[src/rtl/seg_reader_pkg.sv]
// Shared definitions for the seven-segment digit reader: segment codes for
// the eight digits and blank, the reader FSM state type, and the code lookup.
package seg_reader_pkg;

    // Active-low segment codes packed as {A,B,C,D,E,F,G}
    localparam logic [6:0] SEG_DIGIT_0 = 7'h01;
    localparam logic [6:0] SEG_DIGIT_1 = 7'h4F;
    localparam logic [6:0] SEG_DIGIT_2 = 7'h12;
    localparam logic [6:0] SEG_DIGIT_3 = 7'h06;
    localparam logic [6:0] SEG_DIGIT_4 = 7'h4C;
    localparam logic [6:0] SEG_DIGIT_5 = 7'h24;
    localparam logic [6:0] SEG_DIGIT_6 = 7'h20;
    localparam logic [6:0] SEG_DIGIT_7 = 7'h0F;
    localparam logic [6:0] SEG_BLANK   = 7'h7F;

    // Width of the stability counter; covers STABLE_CYCLES up to 15
    localparam int CNT_W = 4;

    typedef enum logic [1:0] {
        ST_EMPTY  = 2'd0,
        ST_SETTLE = 2'd1,
        ST_LOCKED = 2'd2
    } state_e;

    typedef struct packed {
        logic       valid;
        logic [2:0] digit;
    } seg_lut_t;

    // Map a segment code to {valid, digit}; blank and unknown codes are not valid
    function automatic seg_lut_t seg_decode(input logic [6:0] code);
        seg_lut_t r;
        r.valid = 1'b1;
        r.digit = 3'd0;
        case (code)
            SEG_DIGIT_0: r.digit = 3'd0;
            SEG_DIGIT_1: r.digit = 3'd1;
            SEG_DIGIT_2: r.digit = 3'd2;
            SEG_DIGIT_3: r.digit = 3'd3;
            SEG_DIGIT_4: r.digit = 3'd4;
            SEG_DIGIT_5: r.digit = 3'd5;
            SEG_DIGIT_6: r.digit = 3'd6;
            SEG_DIGIT_7: r.digit = 3'd7;
            default:     r.valid = 1'b0;
        endcase
        return r;
    endfunction

endpackage

[src/rtl/seg_reader_stable.sv]
// seg_stable: stability filter for the sampled segment pattern. Counts how
// many consecutive identical samples have been seen and strobes accept_o on
// the single edge where that count first reaches STABLE_CYCLES.
module seg_stable
    import seg_reader_pkg::*;
#(
    parameter int STABLE_CYCLES = 3
) (
    input  logic       clk_i,
    input  logic       rst_ni,
    input  logic [6:0] seg_i,
    output logic       change_o,
    output logic       accept_o,
    output logic [6:0] pattern_o
);

    localparam logic [CNT_W-1:0] CNT_SAT = CNT_W'(STABLE_CYCLES);
    localparam logic [CNT_W-1:0] CNT_ACC = CNT_W'(STABLE_CYCLES - 1);

    logic [6:0]       prev_q;
    logic [6:0]       prev_d;
    logic [CNT_W-1:0] cnt_q;
    logic [CNT_W-1:0] cnt_d;
    logic             same_w;

    assign same_w = (seg_i == prev_q);

    // Restart the count on any new pattern, otherwise count up to saturation
    always_comb begin
        prev_d = seg_i;
        cnt_d  = cnt_q;
        if (!same_w) begin
            cnt_d = CNT_W'(1);
        end else if (cnt_q < CNT_SAT) begin
            cnt_d = cnt_q + CNT_W'(1);
        end
    end

    // Sample register and counter; reset forgets any pattern in progress
    always_ff @(posedge clk_i or negedge rst_ni) begin
        if (!rst_ni) begin
            prev_q <= SEG_BLANK;
            cnt_q  <= '0;
        end else begin
            prev_q <= prev_d;
            cnt_q  <= cnt_d;
        end
    end

    // Saturation at STABLE_CYCLES keeps accept from repeating on a held pattern
    assign change_o  = !same_w;
    assign accept_o  = same_w && (cnt_q == CNT_ACC);
    assign pattern_o = prev_q;

endmodule

[src/rtl/seg_reader.sv]
// seg_reader: decodes an active-low seven-segment display into a digit,
// tracks whether a digit is held, and classifies each newly accepted digit
// as a step up, step down or sequence error modulo max_count+1.
// Optional build macro SEG_READER_SYNC_EN inserts a two-flop input
// synchronizer (reset to blank) ahead of the stability filter.
module seg_reader
    import seg_reader_pkg::*;
#(
    parameter int STABLE_CYCLES = 3
) (
    input  logic       clock,
    input  logic       reset,
    input  logic       A,
    input  logic       B,
    input  logic       C,
    input  logic       D,
    input  logic       E,
    input  logic       F,
    input  logic       G,
    input  logic [2:0] max_count,
    output logic [2:0] value,
    output logic       locked,
    output logic       step_up,
    output logic       step_down,
    output logic       seq_err,
    output logic       pat_err
);

    logic [6:0] seg_raw;
    logic [6:0] seg_filt;
    logic       change_w;
    logic       accept_w;
    logic [6:0] pattern_w;

    assign seg_raw = {A, B, C, D, E, F, G};

`ifdef SEG_READER_SYNC_EN
    logic [6:0] seg_sync1_q;
    logic [6:0] seg_sync2_q;

    // Two-flop synchronizer for the asynchronous segment lines
    always_ff @(posedge clock or negedge reset) begin
        if (!reset) begin
            seg_sync1_q <= SEG_BLANK;
            seg_sync2_q <= SEG_BLANK;
        end else begin
            seg_sync1_q <= seg_raw;
            seg_sync2_q <= seg_sync1_q;
        end
    end

    assign seg_filt = seg_sync2_q;
`else
    assign seg_filt = seg_raw;
`endif

    seg_stable #(
        .STABLE_CYCLES (STABLE_CYCLES)
    ) u_stable (
        .clk_i     (clock),
        .rst_ni    (reset),
        .seg_i     (seg_filt),
        .change_o  (change_w),
        .accept_o  (accept_w),
        .pattern_o (pattern_w)
    );

    state_e     state_q;
    state_e     state_d;
    logic       from_lock_q;
    logic       from_lock_d;
    logic [2:0] value_q;
    logic [2:0] value_d;
    logic       step_up_q;
    logic       step_up_d;
    logic       step_down_q;
    logic       step_down_d;
    logic       seq_err_q;
    logic       seq_err_d;
    logic       pat_err_q;
    logic       pat_err_d;

    seg_lut_t   lut_w;
    logic       locked_w;
    logic [3:0] mod_w;
    logic [3:0] prev_w;
    logic [3:0] dig_w;
    logic [3:0] up_exp_w;
    logic [3:0] dn_exp_w;

    assign lut_w = seg_decode(pattern_w);

    // A glitch out of LOCKED keeps the lock until something new is accepted
    assign locked_w = (state_q == ST_LOCKED) ||
                      ((state_q == ST_SETTLE) && from_lock_q);

    // Neighbour digits of the held value modulo max_count+1 (1..8)
    always_comb begin
        mod_w    = {1'b0, max_count} + 4'd1;
        prev_w   = {1'b0, value_q};
        dig_w    = {1'b0, lut_w.digit};
        up_exp_w = (prev_w + 4'd1) % mod_w;
        dn_exp_w = (prev_w + mod_w - 4'd1) % mod_w;
    end

    // Reader FSM, digit capture and classification of accepted patterns
    always_comb begin
        state_d     = state_q;
        from_lock_d = from_lock_q;
        value_d     = value_q;
        step_up_d   = 1'b0;
        step_down_d = 1'b0;
        seq_err_d   = 1'b0;
        pat_err_d   = 1'b0;
        if (change_w) begin
            // Remember whether this settle began from a held digit
            if (state_q != ST_SETTLE) begin
                from_lock_d = (state_q == ST_LOCKED);
            end
            state_d = ST_SETTLE;
        end else if (accept_w) begin
            from_lock_d = 1'b0;
            if (lut_w.valid) begin
                state_d = ST_LOCKED;
                value_d = lut_w.digit;
                // Settling back onto the held digit is a re-confirmation, not a step
                if (locked_w && (lut_w.digit != value_q)) begin
                    if (lut_w.digit > max_count) begin
                        seq_err_d = 1'b1;
                    end else if (dig_w == up_exp_w) begin
                        step_up_d = 1'b1;
                    end else if (dig_w == dn_exp_w) begin
                        step_down_d = 1'b1;
                    end else begin
                        seq_err_d = 1'b1;
                    end
                end
            end else begin
                state_d = ST_EMPTY;
                if (pattern_w != SEG_BLANK) begin
                    pat_err_d = 1'b1;
                end
            end
        end
    end

    // State, held digit and single-cycle event pulses
    always_ff @(posedge clock or negedge reset) begin
        if (!reset) begin
            state_q     <= ST_EMPTY;
            from_lock_q <= 1'b0;
            value_q     <= 3'd0;
            step_up_q   <= 1'b0;
            step_down_q <= 1'b0;
            seq_err_q   <= 1'b0;
            pat_err_q   <= 1'b0;
        end else begin
            state_q     <= state_d;
            from_lock_q <= from_lock_d;
            value_q     <= value_d;
            step_up_q   <= step_up_d;
            step_down_q <= step_down_d;
            seq_err_q   <= seq_err_d;
            pat_err_q   <= pat_err_d;
        end
    end

    assign value     = value_q;
    assign locked    = locked_w;
    assign step_up   = step_up_q;
    assign step_down = step_down_q;
    assign seq_err   = seq_err_q;
    assign pat_err   = pat_err_q;

endmodule

[config.mk]
export PLATFORM = sky130hd
export DESIGN_NAME = seg_reader
export DESIGN_NICKNAME = d
export VERILOG_FILES = /design/src/rtl/seg_reader_pkg.sv /design/src/rtl/seg_reader_stable.sv /design/src/rtl/seg_reader.sv
export SDC_FILE = /design/constraint.sdc
export NUM_CORES = 1
export LEC_CHECK = 0
export BUFFER_PORTS_ARGS = -buffer_cell sky130_fd_sc_hd__buf_2
export CAP_MARGIN = 25
export CORE_MARGIN = 10
export CORE_UTILIZATION = 61
export DETAILED_ROUTE_END_ITERATION = 10
export HOLD_SLACK_MARGIN = 0.05
export MAX_ROUTING_LAYER = met4
export PLACE_DENSITY = 0.88
export SLEW_MARGIN = 10
export SYNTH_ARGS = -nofsm -noshare
export SYNTH_HDL_FRONTEND = slang
export SYNTH_SLANG_ARGS = --single-unit
[constraint.sdc]
create_clock -name clock -period 6.2 [get_ports clock]
set_clock_uncertainty 0.05 [all_clocks]
set_input_delay 1.24 -clock clock [delete_from_list [all_inputs] [get_ports clock]]
set_output_delay 1.24 -clock clock [all_outputs]
set_load 0.02 [all_outputs]
== Yosys cells after proc, flatten, opt, wreduce, memory -nomap -nowiden ==
Cells that the tools add are included.

* Input port bits: 12
* Word-level logic and storage cells: 79
* Bits in registers: 21
* Output and inout port bits: 8

* Muxes and demuxes: 34
* Order comparisons: 2
* Reduce and logical (&&, ||, !) cells: 8
* Divide/modulo/power cells: 2
* Equal/unequal tests: 19
* Add/sub/neg operators: 5

{| class="wikitable"
|+ Operator list
! operator !! number
|-
| $mux W1 || 28
|-
| $pmux W3 S7 || 1
|-
| $eq A7 B6 Y1 const B || 2
|-
| $eq A7 B7 Y1 const B || 2
|-
| $add A3 B1 Y4 const B || 2
|-
| $eq A3 B4 Y1 || 2
|-
| $mod A4 B4 Y4 || 2
|-
| $mux W4 || 2
|-
| $reduce_or A8 Y1 || 1
|-
| $eq A7 B1 Y1 const B || 1
|-
| $eq A7 B3 Y1 const B || 1
|-
| $eq A7 B4 Y1 const B || 1
|-
| $eq A7 B5 Y1 const B || 1
|-
| $eq A7 B7 Y1 || 1
|-
| $ne A7 B7 Y1 const B || 1
|-
| $mux W2 || 3
|-
| $add A3 B4 Y4 || 1
|-
| $add A4 B1 Y4 const B || 1
|-
| $eq A4 B2 Y1 const B || 1
|-
| $lt A4 B2 Y1 const B || 1
|-
| $ne A2 B2 Y1 const B || 2
|-
| $sub A4 B1 Y4 const B || 1
|-
| $gt A3 B3 Y1 || 1
|-
| $logic_and A1 B1 Y1 || 3
|-
| other kinds (8) || 8
|}

== Longest topological paths before layout ==
Gate-level depths: netlist of run 1.

* Depth in word-level cells: 12
* Gate-level depth with buffers: 32
* Gate-level depth less buffers: 32

== By module ==
From an unflattened synthesis of run 1, not the netlist that was laid out.

* Cells, all modules: 289
* Area, all modules: 2575.0 sq um

{| class="wikitable"
|+ Modules (own cells, without submodules)
! module !! cells an instance !! area an instance (sq um) !! sequential area each (sq um) !! instances
|-
| seg_reader || 253 || 2082.0 || 250.2 || 1
|-
| seg_stable || 36 || 493.0 || 284.0 || 1
|}

== Worst setup path after synthesis of run 1 ==
OpenSTA, ideal clock, no wires.

* Path kind: input to register
* Start: input port max_count[0]
* End: register seq_err_q, in the netlist seq_err
* Setup slack: -0.827 ns
* Data arrival time: 6.858 ns
* Stages on the path: 30
* Setup time: 0.119 ns
* Cells stage by stage: ha_1 > inv_1 > ha_1 > inv_1 > ha_1 > inv_1 > fa_1 > xnor2_1 > xnor2_1 > ha_1 > a21oi_1 > ha_1 > or4b_2 > nand2_1 > o2bb2a_1 > ha_1 > o21a_1 > o21ai_0 > nand2_1 > o21ai_0 > inv_1 > fa_1 > o21ai_0 > a21oi_1 > inv_1 > a21oi_1 > nor2_1 > nand4_1 > o211a_1 > o21ba_1

* Word-level cells in the longest chain between the ends: 12
* Elaborated cells between the ends (all ways): 15
* Those cells by class: add/sub (3); div (2); order compare (1); eq/ne (2); mux (7)

{| class="wikitable"
|+ RTL lines
! item !! line !! RTL
|-
| start: declaration || seg_reader.sv:20 || <nowiki>input logic [2:0] max_count,</nowiki>
|-
| $add A3 B1 Y4 || seg_reader.sv:99 || <nowiki>mod_w = {1'b0, max_count} + 4'd1;</nowiki>
|-
| $add A3 B4 Y4 || seg_reader.sv:103 || <nowiki>dn_exp_w = (prev_w + mod_w - 4'd1) % mod_w;</nowiki>
|-
| $sub A4 B1 Y4 || seg_reader.sv:103 ||
|-
| $mod A4 B4 Y4 || seg_reader.sv:103 ||
|-
| $eq A3 B4 Y1 || seg_reader.sv:132 || <nowiki>end else if (dig_w == dn_exp_w) begin</nowiki>
|-
| $mux W1 || seg_reader.sv:132 ||
|-
| $mux W1 || seg_reader.sv:130 || <nowiki>end else if (dig_w == up_exp_w) begin</nowiki>
|-
| $mux W1 (*) || seg_reader.sv:128 || <nowiki>if (lut_w.digit > max_count) begin</nowiki>
|-
| $mux W1 (*) || seg_reader.sv:127 || <nowiki>if (locked_w && (lut_w.digit != value_q)) begin</nowiki>
|-
| $mux W1 (*) || seg_reader.sv:123 || <nowiki>if (lut_w.valid) begin</nowiki>
|-
| $mux W1 (*) || seg_reader.sv:121 || <nowiki>end else if (accept_w) begin</nowiki>
|-
| $mux W1 (*) || seg_reader.sv:115 || <nowiki>if (change_w) begin</nowiki>
|-
| net seq_err_d || seg_reader.sv:79 || <nowiki>logic seq_err_d;</nowiki>
|-
| end signal: assignment || seg_reader.sv:163 || <nowiki>seq_err_q <= seq_err_d;</nowiki>
|-
| end: declaration || seg_reader.sv:78 || <nowiki>logic seq_err_q;</nowiki>
|}

The timed path passes the listed nets; every way through them passes the cells marked *.
A chain may end at the register's enable or synchronous reset.

== Worst setup path after layout of run 1 ==
* Start: input port max_count[1]
* End: register seq_err_q, in the netlist seq_err

The elaborated chain is that of the path after synthesis.

==> qor.txt, run 1 <==
Status: finished, violations left
Failing checks: setup timing
Peak VDD IR: 0.236 mV
Crit start category: input port
Area of the multi-input gates: 0.00192 mm^2
Post-Syn Instances: 274
Leakage: 1.34 nW
Register area: 534 um^2
Wire length per cell: 16.9 um
Largest area contributor in the netlist: ha_1
PD cells: 226 mW/mm^2
MaxCap Viol Count: 0
Post-synthesis sequential area ratio: 22.1%
Worst slew margin: 44.8%
Share of final-layout standard cells stronger than drive strength 1: 28.3%
Grt ovf: 0
Slew @ Worst Pin: 0.820 ns
Root Buffer: clkbuf_8
Mapped Nets: 322
Max-slew violations: 0
Cell Area, Synth: 0.00241 mm^2
TritonRoute pass-1 iters: 4
Most frequent CP cell: ha_4
Final WL: 6140 um
CP Class: in -> reg
Gpl congestion: 0.890
Chip height: 82.9 um
Fmax: 161 MHz
Prevailing post-synth register cell: dfrtp_1
P&R area growth vs syn: 22.3%
Reg2Reg Capture Point: seq_err$_DFF_PN0_
Worst r2r src: value[0]$_DFFE_PN0P_
Post-synth EDFFs: 0
Sink Count: 21
Max stage delay on crit path: 0.52 ns
Remaining antenna violation count: 0
Die Area: 0.00687 mm^2
Number of remaining DRC errors: 0
Ratio of final minimum period to clock period: 100%
PortBufs: 19
Synth area leaders: ha_1, dfrtp_1, dfstp_2, xnor2_1, inv_1
Initial core utilization: 64.4%
Commonest non-fill, non-tap cell in the layout: ha_1
Crit path max fanout: 5
Die X: 82.9 um
Initial antenna violation count: 0
Yosys top cell area share: 17.6%
Worst Setup EP: seq_err$_DFF_PN0_
Commonest non-fill, non-tap cells in the layout: ha_1, inv_1, buf_4
Worst-skew pair later-pin latency: 0.26 ns
TNS Setup: -0.0277 ns
Worst reg2reg setup slack: 0.57 ns
Cts hold-fix bufs: 0
H-tree levels: 1
Initial detailed-routing violation count: 169
FILL cells: 250
Hold WC Path Type: reg -> reg
Ant diodes: 0
R2R depth: 28
Io pins: 20
Reg clk slew, reported paths: 0.08 ns
Yosys reg bits: 21
Total GRT Usage: 16.4%
First-pass GRT wire length: 9820 um
Core box area: 0.00374 mm^2
Largest net degree at the start of global routing: 22
Vias in the first global route: 2,146
Post-layout util: 78.8%
RSZ-0062 raised after global routing: true
DR vias/cell: 6.04
Floorplan row count: 22
Final hold vios: 0
Final setup margin: -0.0277 ns
Cell variety after synth: 57
CP required: 6.31 ns
Async SR Flop Fraction: 100%
Critical-path top delay cell: or4b_4
Final setup viols: 1
Fin nets: 364
Critical Path Start: max_count[1]
CP Capture Type: register
CTS tree: built
Post-Syn Area per Cell: 8.80 um^2
Yosys warns: 0
Post-place setup slack: -0.391 ns
CTS buffer count: 3
DR vias: 2,192
Hpwl dp: 4530 um
Min Tclk post-route: 6.23 ns
Worst Path Arrival: 6.34 ns
CTS Buffer Depth: 2
-- worst min-delay path by stage --
stage	start	endpoint	slack (ns)	cells past startpoint
5_1_grt	u_stable.cnt_q[2]$_DFFE_PN0P_	u_stable.cnt_q[2]$_DFFE_PN0P_	0.50	1
6_report	u_stable.cnt_q[2]$_DFFE_PN0P_	u_stable.cnt_q[2]$_DFFE_PN0P_	0.48	1
2_1_floorplan	u_stable.cnt_q[3]$_DFFE_PN0P_	u_stable.cnt_q[3]$_DFFE_PN0P_	0.42	1
3_3_place_gp	u_stable.cnt_q[3]$_DFFE_PN0P_	u_stable.cnt_q[3]$_DFFE_PN0P_	0.44	1
4_1_cts	u_stable.cnt_q[2]$_DFFE_PN0P_	u_stable.cnt_q[2]$_DFFE_PN0P_	0.48	1
3_5_place_dp	u_stable.cnt_q[2]$_DFFE_PN0P_	u_stable.cnt_q[2]$_DFFE_PN0P_	0.45	1
-- critical path, delay by kind of cell --
kind	cells	cell delay, ns
compound gates	10	1.56
simple gates	4	0.81
fa+ha+maj	8	1.94
buf+inv	6	0.40
xor+xnor	2	0.35
-- layout make-up --
cell class	count	share of cell area (%)
clock buffers	3	1.40
well taps	48	2.04
multi-input cells	220	65.1
inverters	29	3.86
flip-flops and latches	21	18.1
clock inverters	1	0.170
repair buffers	41	9.37
-- sequential cells by signal, indices dropped and copies added, names as in the netlist --
name                cells
state_q                 2
step_up                 1
from_lock_q             1
seq_err                 1
pat_err                 1
u_stable.pattern_o      7
u_stable.cnt_q          4
step_down               1
value                   3
-- metal layers --
layer	global-route usage [%]	wire length, um
met5	-	0
met3	2.15	191
met1	19.4	2610
met4	4.46	175
met2	28.4	3170
-- per-stage QoR --
step / power [mW] / hold slack [ns] / area, um^2 / std cells
floorplan: 0.424 / 0.419 / 2550 / 274
detailed placement: 0.523 / 0.453 / 2800 / 354
finish: 0.667 / 0.476 / 2950 / 363
global route: 0.721 / 0.504 / 2950 / 363
CTS: 0.615 / 0.475 / 2850 / 358
global placement: 0.504 / 0.437 / 2800 / 354
-- repair_timing --
| item | in CTS | in global routing |
|---|---|---|
| pin swaps | 5 | 21 |
| endpoints found under the setup margin | 2 | 3 |
| resized for setup | 2 | 14 |
| buffers inserted | 0 | 5 |
-- synthesized netlist by cell type, drive strengths merged (2+ instances only) --
cell,number
a211o,2
a211oi,2
a21o,4
a21oi,21
a31oi,2
and2,7
and3,5
buf,4
dfrtp,14
dfstp,7
fa,2
ha,34
inv,29
mux2i,3
nand2,16
nand2b,2
nand3,3
nand3b,3
nand4,3
nor2,14
nor2b,4
nor3,7
o211ai,5
o21a,4
o21ai,14
o21bai,3
o22ai,4
o2bb2a,2
o311ai,2
or3,2
or4b,2
xnor2,23
xor2,11
-- logic make-up after synthesis --
family | after synthesis | share of synthesized area (%)
multiplexers | 4 | 1.71
buffers and inverters | 33 | 5.71
AND/OR/NAND/NOR | 73 | 16.4
flip-flops | 21 | 22.1
adder cells (fa/ha/maj) | 36 | 19.3
AO/OA/AOI/OAI | 73 | 21.8
XOR/XNOR | 34 | 13.0
-- report_power, final --
group | leakage (nW) | internal (mW) | switching, mW
Combinational | 1.07 | 0.215 | 0.216
Sequential | 0.243 | 0.142 | 0.00584
Clock | 0.0255 | 0.0448 | 0.0443
Total | 1.34 | 0.401 | 0.266
Note: power is estimated with default switching activity, not from simulation.
==> inputs of run 2 (changes only) <==
--- a/config.mk
+++ b/config.mk
@@ -8,11 +8,11 @@
 export BUFFER_PORTS_ARGS = -buffer_cell sky130_fd_sc_hd__buf_2
 export CAP_MARGIN = 25
 export CORE_MARGIN = 10
-export CORE_UTILIZATION = 61
+export CORE_UTILIZATION = 30
 export DETAILED_ROUTE_END_ITERATION = 10
 export HOLD_SLACK_MARGIN = 0.05
 export MAX_ROUTING_LAYER = met4
-export PLACE_DENSITY = 0.88
+export PLACE_DENSITY = 0.53
 export SLEW_MARGIN = 10
 export SYNTH_ARGS = -nofsm -noshare
 export SYNTH_HDL_FRONTEND = slang
==> qor.txt, run 2 (same netlist as run 1, synthesis figures left out) <==
Peak VDD IR: 0.170 mV (-28%)
Sw frac: 37.9% (-2.0 points)
FILL cells: 805 (+220%)
Max-slew violations: 0 (unchanged)
MaxCap Viol Count: 0 (unchanged)
Vias in the first global route: 2,049 (-4.5%)
Ratio of final minimum period to clock period: 98.3% (-2.1 points)
Status: completed
Most frequent CP cell: ha_4
Ant diodes: 0 (unchanged)
Initial detailed-routing violation count: 68 (-60%)
Design area: 0.00305 mm^2 (+3.4%)
CTS buffer count: 3 (unchanged)
Total GRT Usage: 9.86% (-6.6 points)
Hold WC Path Type: reg -> reg
CTS Buffer Depth: 2 (unchanged)
Io pins: 20 (unchanged)
CP Class: in -> reg
Core box area: 0.00777 mm^2 (+110%)
Crit path buf inv count: 5 (-1)
Largest net degree at the start of global routing: 22 (unchanged)
Clock network fraction of total power: 13.2% (about the same)
Wire length per cell: 13.2 um (-22%)
Min Tclk post-route: 6.10 ns (-0.130 ns)
H-tree levels: 1 (unchanged)
CP top delay family: adder cells
Max stage delay on crit path: 0.51 ns (about the same)
DR vias/cell: 4.86 (-20%)
Crit path max fanout: 4 (-1)
TritonRoute pass-1 iters: 4 (unchanged)
Seq pwr share: 22.6% (+0.5 points)
Chip height: 110 um (+32%)
Grt ovf: 0 (unchanged)
Post-Place Cell Area: 0.00291 mm^2 (+3.8%)
RSZ-0062 raised after global routing: true
Floorplan row count: 32 (+45%)
Root Buffer: clkbuf_8
First-pass GRT wire length: 9550 um (-2.7%)
Final WL: 5570 um (-9.4%)
Fin nets: 369 (+1.4%)
Fmax: 164 MHz (+2.1%)
CP Capture Type: register
Final hold vios: 0 (unchanged)
Initial core utilization: 31.1% (-33 points)
Internal power: 404 uW (+0.65%)
Die Area: 0.0120 mm^2 (+75%)
Slew @ Worst Pin: 0.738 ns (-0.0822 ns)
Worst-skew pair later-pin latency: 0.25 ns (about the same)
P&R area growth vs syn: 26.5%
Leakage: 1.36 nW (+1.4%)
PD cells: 213 mW/mm^2 (-5.8%)
Initial antenna violation count: 0 (unchanged)
Post-layout util: 39.3% (-40 points)
Comb power frac: 64.2% (-0.4 points)
Final setup viols: 0 (-1)
Number of flip-flops in the largest register: 7 (unchanged)
Critical-path top delay cell: or4b_4
Share of final-layout standard cells stronger than drive strength 1: 29.7% (+1.4 points)
Worst slew margin: 50.4% (+5.5 points)
Commonest non-fill, non-tap cells in the layout: ha_1, buf_4, inv_1
Hpwl dp: 4490 um (-0.89%)
Gpl congestion: 0.789 (-11%)
Commonest non-fill, non-tap cell in the layout: ha_1
DR vias: 2,051 (-6.4%)
Sink Count: 21 (unchanged)
Crit start category: input port
Number of remaining DRC errors: 0 (unchanged)
Worst Path Arrival: 6.19 ns (-0.15 ns)
Remaining antenna violation count: 0 (unchanged)
CTS tree: built
Switch Pwr: 246 uW (-7.4%)
Reg clk slew, reported paths: 0.07 ns (about the same)
WHS: 0.455 ns (-0.0216 ns)
CP required: 6.30 ns (about the same)
Die X: 110 um (+32%)
PortBufs: 19 (unchanged)
-- run 2: cell count changes in the layout (fill, tap and decap cells not counted), sizes merged --
| cell | before | now |
|---|---|---|
| inv | 28 | 29 |
| clkinv | 2 | 0 |
| clkbuf | 3 | 4 |
| buf | 41 | 46 |
-- run 2: power groups by stage --
| stage | Combinational (mW) | Sequential, mW | Clock (mW) |
|---|---|---|---|
| final | 0.417 | 0.147 | 0.0859 |
| after global routing | 0.464 | 0.148 | 0.0963 |
| after CTS | 0.382 | 0.147 | 0.0904 |
| after detailed placement | 0.377 | 0.149 | 0 |
| after global placement | 0.373 | 0.150 | 0 |
| after floorplan | 0.278 | 0.146 | 0 |
-- run 2: area by class of cell --
class                   instances  area, um^2  share of cell area, %
well taps                     102         128                   4.18
flip-flops and latches         21         534                   17.5
clock buffers                   4        45.0                   1.48
inverters                      29         116                   3.81
multi-input cells             220        1920                   62.9
repair buffers                 46         310                   10.2
-- run 2: stage by stage --
stage	worst slack [ns]	total power, mW	TNS (ns)	std cells
3_3_place_gp	-0.229	0.522	-0.411	413
4_1_cts	0.00717	0.619	0	418
2_1_floorplan	-0.127	0.424	-0.163	274
5_1_grt	-0.105	0.708	-0.143	422
6_report	0.103	0.650	0	422
3_5_place_dp	-0.310	0.526	-0.556	413
-- run 2: per-layer routing --
metal	wire [um]	track usage, %	vias to the layer above	part of all wire, %
li1	-	-	1067	-
met1	2670	12.5	949	48
met2	2700	16.5	29	48
met3	153	1.35	6	2.7
met4	51	1.77	0	0.92
met5	0	-	-	0
-- run 2: worst paths after layout --
path / from / to / slack, ns / depth (start not counted)
setup / recovery: max_count[1] / seq_err$_DFF_PN0_ / 0.10 / 29
hold / removal: u_stable.cnt_q[3]$_DFFE_PN0P_ / u_stable.cnt_q[3]$_DFFE_PN0P_ / 0.45 / 1
setup reg to reg: value[2]$_DFFE_PN0P_ / seq_err$_DFF_PN0_ / 0.85 / 24
hold reg to reg: u_stable.cnt_q[3]$_DFFE_PN0P_ / u_stable.cnt_q[3]$_DFFE_PN0P_ / 0.45 / 1
max in group asynchronous: reset / u_stable.pattern_o[3]$_DFF_PN1_ / 4.89 / 1
min in group asynchronous: reset / u_stable.cnt_q[2]$_DFFE_PN0P_ / 0.88 / 1
-- run 2: timing repair --
action | CTS | global route
setup buffers | 1 | 4
hold buffers | 0 | 0
resized for setup | 0 | 13
pin swaps | 2 | 21
setup endpoints to repair | 1 | 2
